==> src/rtl/aibcr3aux_osc_meas_pkg.sv <==
// Shared types and defaults for the AIB aux oscillator measurement controller.
// The state encoding lives here so the top and any debug logic agree on it.
package aibcr3aux_osc_meas_pkg;

    localparam int WIN_W_DEF      = 8;
    localparam int RST_CYC_DEF    = 4;
    localparam int SETTLE_CYC_DEF = 4;

    typedef enum logic [2:0] {
        ST_IDLE    = 3'd0,
        ST_CLR     = 3'd1,
        ST_RUN     = 3'd2,
        ST_SETTLE  = 3'd3,
        ST_CAPTURE = 3'd4,
        ST_DONE    = 3'd5
    } meas_state_t;

    function automatic int max_i(input int a, input int b);
        return (a > b) ? a : b;
    endfunction

endpackage

==> src/rtl/aibcr3aux_osc_meas_tmr.sv <==
// Loadable down-counter that times the CLR, RUN and SETTLE phases.
// Loading N gives N+1 cycles before o_zero is seen in the following state.
module aibcr3aux_osc_meas_tmr
    import aibcr3aux_osc_meas_pkg::*;
#(
    parameter int W = 8
) (
    input  logic         clk,
    input  logic         reset_n,
    input  logic         i_load,
    input  logic [W-1:0] i_load_val,
    output logic         o_zero
);

    logic [W-1:0] r_cnt;

    always_ff @(posedge clk or negedge reset_n) begin
        if (!reset_n) begin
            r_cnt <= '0;
        end else if (i_load) begin
            r_cnt <= i_load_val;
        end else if (r_cnt != '0) begin
            r_cnt <= r_cnt - W'(1);
        end
    end

    assign o_zero = (r_cnt == '0);

endmodule

==> src/rtl/aibcr3aux_osc_meas_ctrl.sv <==
// Sequencer for the aux ring-oscillator DFT counter: clear, count for a window,
// let the enable sync settle, then capture and limit-check one tap or all eight.
module aibcr3aux_osc_meas_ctrl
    import aibcr3aux_osc_meas_pkg::*;
#(
    parameter int WIN_W      = WIN_W_DEF,
    parameter int RST_CYC    = RST_CYC_DEF,
    parameter int SETTLE_CYC = SETTLE_CYC_DEF
) (
    input  logic             clk,
    input  logic             reset_n,
    input  logic             start,
    input  logic             abort,
    input  logic             sweep,
    input  logic [2:0]       cntr_sel,
    input  logic [WIN_W-1:0] win_len,
    input  logic [5:0]       lim_lo,
    input  logic [5:0]       lim_hi,
    input  logic [5:0]       cntr_code_in,
    output logic             testpin_enable,
    output logic             testpin_resetb,
    output logic [2:0]       counter,
    output logic             busy,
    output logic             done,
    output logic [5:0]       code_out,
    output logic [7:0]       fail_mask,
    output logic             pass
);

    localparam int TMR_W = max_i(WIN_W, max_i($clog2(RST_CYC + 1), $clog2(SETTLE_CYC + 1)));
    localparam logic [TMR_W-1:0] RST_LOAD    = TMR_W'(RST_CYC - 1);
    localparam logic [TMR_W-1:0] SETTLE_LOAD = TMR_W'(SETTLE_CYC - 1);

    meas_state_t      r_state;
    meas_state_t      w_state_next;
    logic             r_sweep;
    logic [2:0]       r_counter;
    logic [WIN_W-1:0] r_win_len;
    logic [5:0]       r_lim_lo;
    logic [5:0]       r_lim_hi;
    logic [5:0]       r_code_out;
    logic [7:0]       r_fail_mask;
    logic             r_pass;

    logic             w_tmr_load;
    logic [TMR_W-1:0] w_tmr_val;
    logic             w_tmr_zero;
    logic             w_accept;
    logic             w_capture;
    logic             w_fail;
    logic [7:0]       w_mask_upd;
    logic [TMR_W-1:0] w_run_load;

    aibcr3aux_osc_meas_tmr #(
        .W(TMR_W)
    ) u_tmr (
        .clk        (clk),
        .reset_n    (reset_n),
        .i_load     (w_tmr_load),
        .i_load_val (w_tmr_val),
        .o_zero     (w_tmr_zero)
    );

    // A zero-length window still runs the oscillator for one cycle.
    assign w_run_load = (r_win_len == '0) ? '0 : TMR_W'(r_win_len - WIN_W'(1));

    // Inverted limits need no special case: any code then misses one bound.
    assign w_fail = (cntr_code_in < r_lim_lo) || (cntr_code_in > r_lim_hi);

    always_comb begin
        w_mask_upd            = r_fail_mask;
        w_mask_upd[r_counter] = w_fail;
    end

    always_ff @(posedge clk or negedge reset_n) begin
        if (!reset_n) begin
            r_state <= ST_IDLE;
        end else begin
            r_state <= w_state_next;
        end
    end

    always_comb begin
        w_state_next = r_state;
        w_tmr_load   = 1'b0;
        w_tmr_val    = RST_LOAD;
        w_accept     = 1'b0;
        w_capture    = 1'b0;
        if (abort && (r_state != ST_IDLE)) begin
            w_state_next = ST_IDLE;
        end else begin
            case (r_state)
                ST_IDLE: begin
                    if (start && !abort) begin
                        w_accept     = 1'b1;
                        w_tmr_load   = 1'b1;
                        w_tmr_val    = RST_LOAD;
                        w_state_next = ST_CLR;
                    end
                end
                ST_CLR: begin
                    if (w_tmr_zero) begin
                        w_tmr_load   = 1'b1;
                        w_tmr_val    = w_run_load;
                        w_state_next = ST_RUN;
                    end
                end
                ST_RUN: begin
                    if (w_tmr_zero) begin
                        w_tmr_load   = 1'b1;
                        w_tmr_val    = SETTLE_LOAD;
                        w_state_next = ST_SETTLE;
                    end
                end
                ST_SETTLE: begin
                    if (w_tmr_zero) begin
                        w_state_next = ST_CAPTURE;
                    end
                end
                ST_CAPTURE: begin
                    w_capture = 1'b1;
                    if (r_sweep && (r_counter != 3'd7)) begin
                        w_tmr_load   = 1'b1;
                        w_tmr_val    = RST_LOAD;
                        w_state_next = ST_CLR;
                    end else begin
                        w_state_next = ST_DONE;
                    end
                end
                ST_DONE:  w_state_next = ST_IDLE;
                default:  w_state_next = ST_IDLE;
            endcase
        end
    end

    always_ff @(posedge clk or negedge reset_n) begin
        if (!reset_n) begin
            r_sweep     <= 1'b0;
            r_counter   <= 3'd0;
            r_win_len   <= '0;
            r_lim_lo    <= 6'd0;
            r_lim_hi    <= 6'd0;
            r_code_out  <= 6'd0;
            r_fail_mask <= 8'd0;
            r_pass      <= 1'b0;
        end else if (w_accept) begin
            r_sweep     <= sweep;
            r_counter   <= sweep ? 3'd0 : cntr_sel;
            r_win_len   <= win_len;
            r_lim_lo    <= lim_lo;
            r_lim_hi    <= lim_hi;
            r_fail_mask <= 8'd0;
            r_pass      <= 1'b0;
        end else if (w_capture) begin
            r_code_out  <= cntr_code_in;
            r_fail_mask <= w_mask_upd;
            if (w_state_next == ST_CLR) begin
                r_counter <= r_counter + 3'd1;
            end else begin
                r_pass <= (w_mask_upd == 8'd0);
            end
        end
    end

    assign busy           = (r_state != ST_IDLE);
    assign done           = (r_state == ST_DONE);
    assign testpin_enable = (r_state == ST_RUN);
    assign testpin_resetb = (r_state == ST_RUN) || (r_state == ST_SETTLE) ||
                            (r_state == ST_CAPTURE) || (r_state == ST_DONE);
    assign counter        = r_counter;
    assign code_out       = r_code_out;
    assign fail_mask      = r_fail_mask;
    assign pass           = r_pass;

endmodule

==> config.mk <==
export PLATFORM = sky130hd
export DESIGN_NAME = aibcr3aux_osc_meas_ctrl
export DESIGN_NICKNAME = d
export VERILOG_FILES = /design/src/rtl/aibcr3aux_osc_meas_pkg.sv /design/src/rtl/aibcr3aux_osc_meas_tmr.sv /design/src/rtl/aibcr3aux_osc_meas_ctrl.sv
export SDC_FILE = /design/constraint.sdc
export NUM_CORES = 1
export LEC_CHECK = 0
export BUFFER_PORTS_ARGS = -buffer_cell sky130_fd_sc_hd__buf_2
export CAP_MARGIN = 15
export CORE_MARGIN = 2
export CORE_UTILIZATION = 55
export CTS_CLUSTER_DIAMETER = 200
export DETAILED_ROUTE_END_ITERATION = 7
export PLACE_DENSITY = 0.86
export SYNTH_ARGS = -nofsm -noshare
export SYNTH_HDL_FRONTEND = slang
export SYNTH_HIERARCHICAL = 1
export SYNTH_SLANG_ARGS = --single-unit
==> constraint.sdc <==
create_clock -name clk -period 2.8 [get_ports clk]
set_input_delay 0.56 -clock clk [delete_from_list [all_inputs] [get_ports clk]]
set_output_delay 0.56 -clock clk [all_outputs]
set_load 0.005 [all_outputs]
# Word-level counts from Yosys, hierarchy flattened
# Cells that the tools add are included.
# word_totals
n_memories	0
input_bits	34
elab_cells	82
latchBits	0
mem_bits_ro	0
ram_bits	0
regBits	50
# classes
reduce_logical	22
div	0
shifts	0
eq_ne	8
n_bitwise	1
addsub	3
n_mul	0
magnitude_cmp	4
muxes	34
# ops
cell	n
$mux 8	8
$mux 3	10
$logic_not 8->1	3
$sub 8x1->8 const B	2
$pmux 3 s5	1
$mux 1	12
$bwmux 8	1
$reduce_bool 8->1	1
$eq 3x1->1 const B	2
$eq 3x2->1 const B	2
$eq 3x3->1 const B	2
$gt 6x6->1	1
$lt 6x6->1	1
$reduce_and 2->1	3
$reduce_bool 2->1	3
$logic_and 1x1->1	4
$logic_or 1x1->1	4
$lt 3x4->1 const B	1
$add 3x1->3 const B	1
$demux 1 s3	1
$ge 3x1->1 const B	1
$logic_not 3->1	1
$ne 3x3->1 const B	1
$pmux 1 s3	1
5 further kinds	5

# Logic depth before layout (Yosys ltp)
# logic_depth
ltp_word	9
depth_mapped	12

# Cells and area by module
# Netlist, hierarchy kept.
# by_module_without_submodules
mod	area_per_inst_um2	cells_per_inst	n_inst
aibcr3aux_osc_meas_ctrl	2451.1	243	1
aibcr3aux_osc_meas_tmr	476.7	54	1

# Worst setup path after synthesis
# OpenSTA, ideal clock, no wires.
# synth_timing
kind	register to register
start	register u_tmr.r_cnt[0]
end	register u_tmr.r_cnt[4]
path_slack_ns	0.273
path_stages_with_launch	13
t_arrival_ns	2.448
setup_time_ns	0.079
t_required_ns	2.721
period_less_slack_ns	2.527
cell_sequence	dfrtp_1 -> inv_1 -> ha_1 -> or3b_1 -> clkbuf_2 -> nor2_1 -> nor2b_1 -> nand2_1 -> a21oi_1 -> o22a_1 -> dlygate4sd1_1 -> a21oi_1 -> a2bb2oi_1
# synth_via
elab_chain_cells	5
word_cells_on_any_way	12
cone_classes	add/sub: 1; mux: 8; reduce/logical: 3
# synth_rtl
element	line_no	text
start, declared	aibcr3aux_osc_meas_tmr.sv:15	logic [W-1:0] r_cnt;
start signal, assigned	aibcr3aux_osc_meas_tmr.sv:21	r_cnt <= i_load_val;
start signal, assigned	aibcr3aux_osc_meas_tmr.sv:23	r_cnt <= r_cnt - W'(1);
$logic_not 8->1 (*)	aibcr3aux_osc_meas_tmr.sv:27	assign o_zero = (r_cnt == '0);
net w_tmr_zero	aibcr3aux_osc_meas_ctrl.sv:47	logic w_tmr_zero;
$mux 1 (*)	aibcr3aux_osc_meas_ctrl.sv:102, aibcr3aux_osc_meas_ctrl.sv:109	
$pmux 1 s3 (*)	aibcr3aux_osc_meas_ctrl.sv:92	case (r_state)
$mux 1 (*)	aibcr3aux_osc_meas_ctrl.sv:89	if (abort && (r_state != ST_IDLE)) begin
net w_tmr_load	aibcr3aux_osc_meas_ctrl.sv:45	logic w_tmr_load;
$mux 8 or $reduce_bool 2->1 (tied branches)	n/a	
# Mark *: on every way through the listed nets, which the timed path passes. The rest lies on a longest branch. The select of a mux whose other input is x is not followed.
# A chain may end at the register's enable or synchronous reset.

# Worst setup path after layout
# layout_timing
start	register u_tmr.r_cnt[0]
end	register u_tmr.r_cnt[6]
# The elaborated chain is that of the path after synthesis.

==> results_dict.tcl <==
set metrics [dict create \
    slew_headroom 0.6101 \
    row_count 26 \
    port-buffer-count 55 \
    synth.most_common_cell "dfrtp_1" \
    syn_area_sq_um 2928 \
    start_util 0.5732 \
    core_sq_um 5107 \
    cts_inserted_buffers 5 \
    placed_area_sq_um 3236 \
    synth_top_cell_area_share 0.4274 \
    cts_htree_levels 2 \
    p_per_area_nw_per_um2 645.2 \
    critPathArrivalTime_ps 2790 \
    leakage_nw 1.613 \
    overflow 0 \
    die_x_um 76.96 \
    clock_skew_ps 9.453 \
    boundaryPins 56 \
    worst_setup_path_start_kind "register" \
    reg2reg_depth 12 \
    synthCells 297 \
    drv_slew 0 \
    dr.first_iter.drc_count 99 \
    async_flop_share 1.000 \
    period_minus_slack_ps 2610 \
    via_per_inst 5.750 \
    vias 2415 \
    finalHoldViolCount 0 \
    layoutNonFillerInstCount 420 \
    worstSetupEndpointType "register" \
    period_share 0.9320 \
    critPathRequiredTime_ps 2980 \
    cap_viol_max_count 0 \
    crit_start "u_tmr/r_cnt[0]" \
    yosys-top-cells-count "50 x dfrtp_1, 26 x mux2_2, 25 x nor2_1" \
    cts.sinks 50 \
    setup_viol 0 \
    clk_latency_ps 300 \
    setup_tns_ps 0 \
    diodes 0 \
    pre_cts_ws_ps 195.4 \
    fin_util 0.6489 \
    synthFlopType "dfrtp_1" \
    ys_warn_count 6 \
    drcViolationCount 0 \
    critPathKind "reg2reg" \
    status "finished, final reports clean" \
    place_hpwl_mm 4.536 \
    post_drt_wl_per_cell_um 14.87 \
    cts-root-buf "clkbuf_8" \
    fmax_mhz 383.2 \
    synth_cell_types 49 \
    vdd_drop_max_v 0.0003680 \
    clockBufferDepth 2 \
    dp_cells 413 \
    cts_tree "done" \
    die_h_um 76.96 \
    die_area_sq_um 5923 \
    gp_congestion 0.8725 \
    path_clk_slew_ps 90 \
    drt-total-wl_mm 6.244 \
    yosysTopAreaCell "dfrtp_1" \
    syn_avg_cell_area_sq_um 9.858 \
    fin_area_sq_um 3314 \
    firstDrtPassIters 4 \
    ant_nets 0 \
    grt_max_degree 38 \
    drive_gt1_frac 0.2714 \
    hold_class "in2async" \
    synth_edf_count 0 \
    grt_pass1_vias 2421 \
    r2r-start "u_tmr/r_cnt[0]" \
    grt_pass1_wl_mm 10.44 \
    ys_ff_latch 50 \
    antenna_found_initial 0 \
    path_max_fanout 10 \
    yosysSeqAreaShare 0.4274 \
    synth_area_leaders "dfrtp_1 43%, mux2_2 10%, ha_1 6.4%" \
    fin_ws_ps 190.5 \
    synth_fp_nets 346 \
    grt_usage 0.2182 \
    nNetsFinal 399 \
    worst-slew-pin-transition_ps 580.3 \
    areaGrowthSynthToFinish_pct 13.21 \
]
==> layout by cell type, fill, tap and decap left out, drive strengths merged, types with 2 or more instances in the layout <==
cell type,instances
buf,60
o21ai,12
mux2i,7
dfrtp,50
xnor2,4
o22ai,2
a21o,3
nand4,2
clkbuf,7
a21oi,17
nor2b,5
nor3,13
nand2b,4
ha,15
and3b,2
mux2,26
or4,2
nor4,4
nor3b,2
nand3,12
xor2,6
o31ai,4
and4,2
or3,2
nor4b,2
a221oi,2
a31oi,4
nand2,24
inv,18
nor2,25
==> state kept, by name, indices dropped and copies added (netlist names) <==
signal / flops
r_sweep: 1
r_lim_hi: 6
fail_mask: 8
r_state: 3
r_lim_lo: 6
r_win_len: 8
pass: 1
u_tmr/r_cnt: 8
code_out: 6
counter: 3
==> report_power, final <==
group	internal, mW	leakage, nW	switching (mW)
combinational	0.334	0.946	0.349
clock	0.173	0.0383	0.226
sequential	0.868	0.628	0.189
total	1.37	1.61	0.764
==> metal layers <==
metal | vias up | track usage | part of all wire
met5 | - | 0 | 0
met4 | 0 | 0.09636 | 0.020
met3 | 13 | 0.04706 | 0.047
li1 | 1160 | - | -
met1 | 1166 | 0.2523 | 0.42
met2 | 76 | 0.3868 | 0.51
==> cell families (layout without fill, tap and decap cells) <==
kind of cell / after synthesis / after routing / share of synthesized area
simple gates: 103 / 103 / 0.1808
xor+xnor: 10 / 10 / 0.02991
compound gates: 54 / 54 / 0.1192
buf+inv: 32 / 85 / 0.05470
mux: 33 / 33 / 0.1239
flops: 50 / 50 / 0.4274
fa+ha+maj: 15 / 15 / 0.06410
==> per-stage QoR <==
| stage | hold slack, ps | power [mW] |
|---|---|---|
| after floorplan | 264.4 | 1.529 |
| after global placement | 457.7 | 1.685 |
| after detailed placement | 475.3 | 1.733 |
| after CTS | 205.8 | 2.138 |
| after global routing | 229.8 | 2.275 |
| final | 196.9 | 2.138 |
==> worst paths after layout <==
| path | to | slack, ps |
|---|---|---|
| worst max register to register | u_tmr/r_cnt[6] | 190 |
| worst max-delay path | u_tmr/r_cnt[6] | 190 |
| max in group asynchronous | r_win_len[4] | 1860 |
| min in group clk | r_win_len[7] | 480 |
| worst min-delay path | r_lim_lo[5] | 200 |
| worst min register to register | r_sweep | 500 |
==> repair_timing <==
item,4_1_cts,5_1_grt
endpoints found under the setup margin,0,4
buffers inserted,0,0
endpoints found under the hold margin,0,0
gates resized for setup,0,1
hold buffers,0,0
==> layout make-up <==
| class | count | area (sq um) |
|---|---|---|
| Sequential cell | 50 | 1251 |
| Multi-Input combinational cell | 215 | 1519 |
| Timing Repair Buffer | 60 | 312.8 |
| Fill cell | 413 | 1793 |
| Tap cell | 70 | 87.58 |
| Inverter | 18 | 67.56 |
| Clock buffer | 7 | 76.32 |
==> critical path: stages (launching register included) <==
cell and delay, ps:
dfrtp_1 430, inv_1 100, ha_1 240, or3b_1 420, nor2_2 250, nor2b_1 210
nand2_1 70, a21oi_1 140, o22a_1 220, buf_4 180, nor2_1 50, nand4_1 90
nand3_1 80
(Power assumes the default switching activity.)
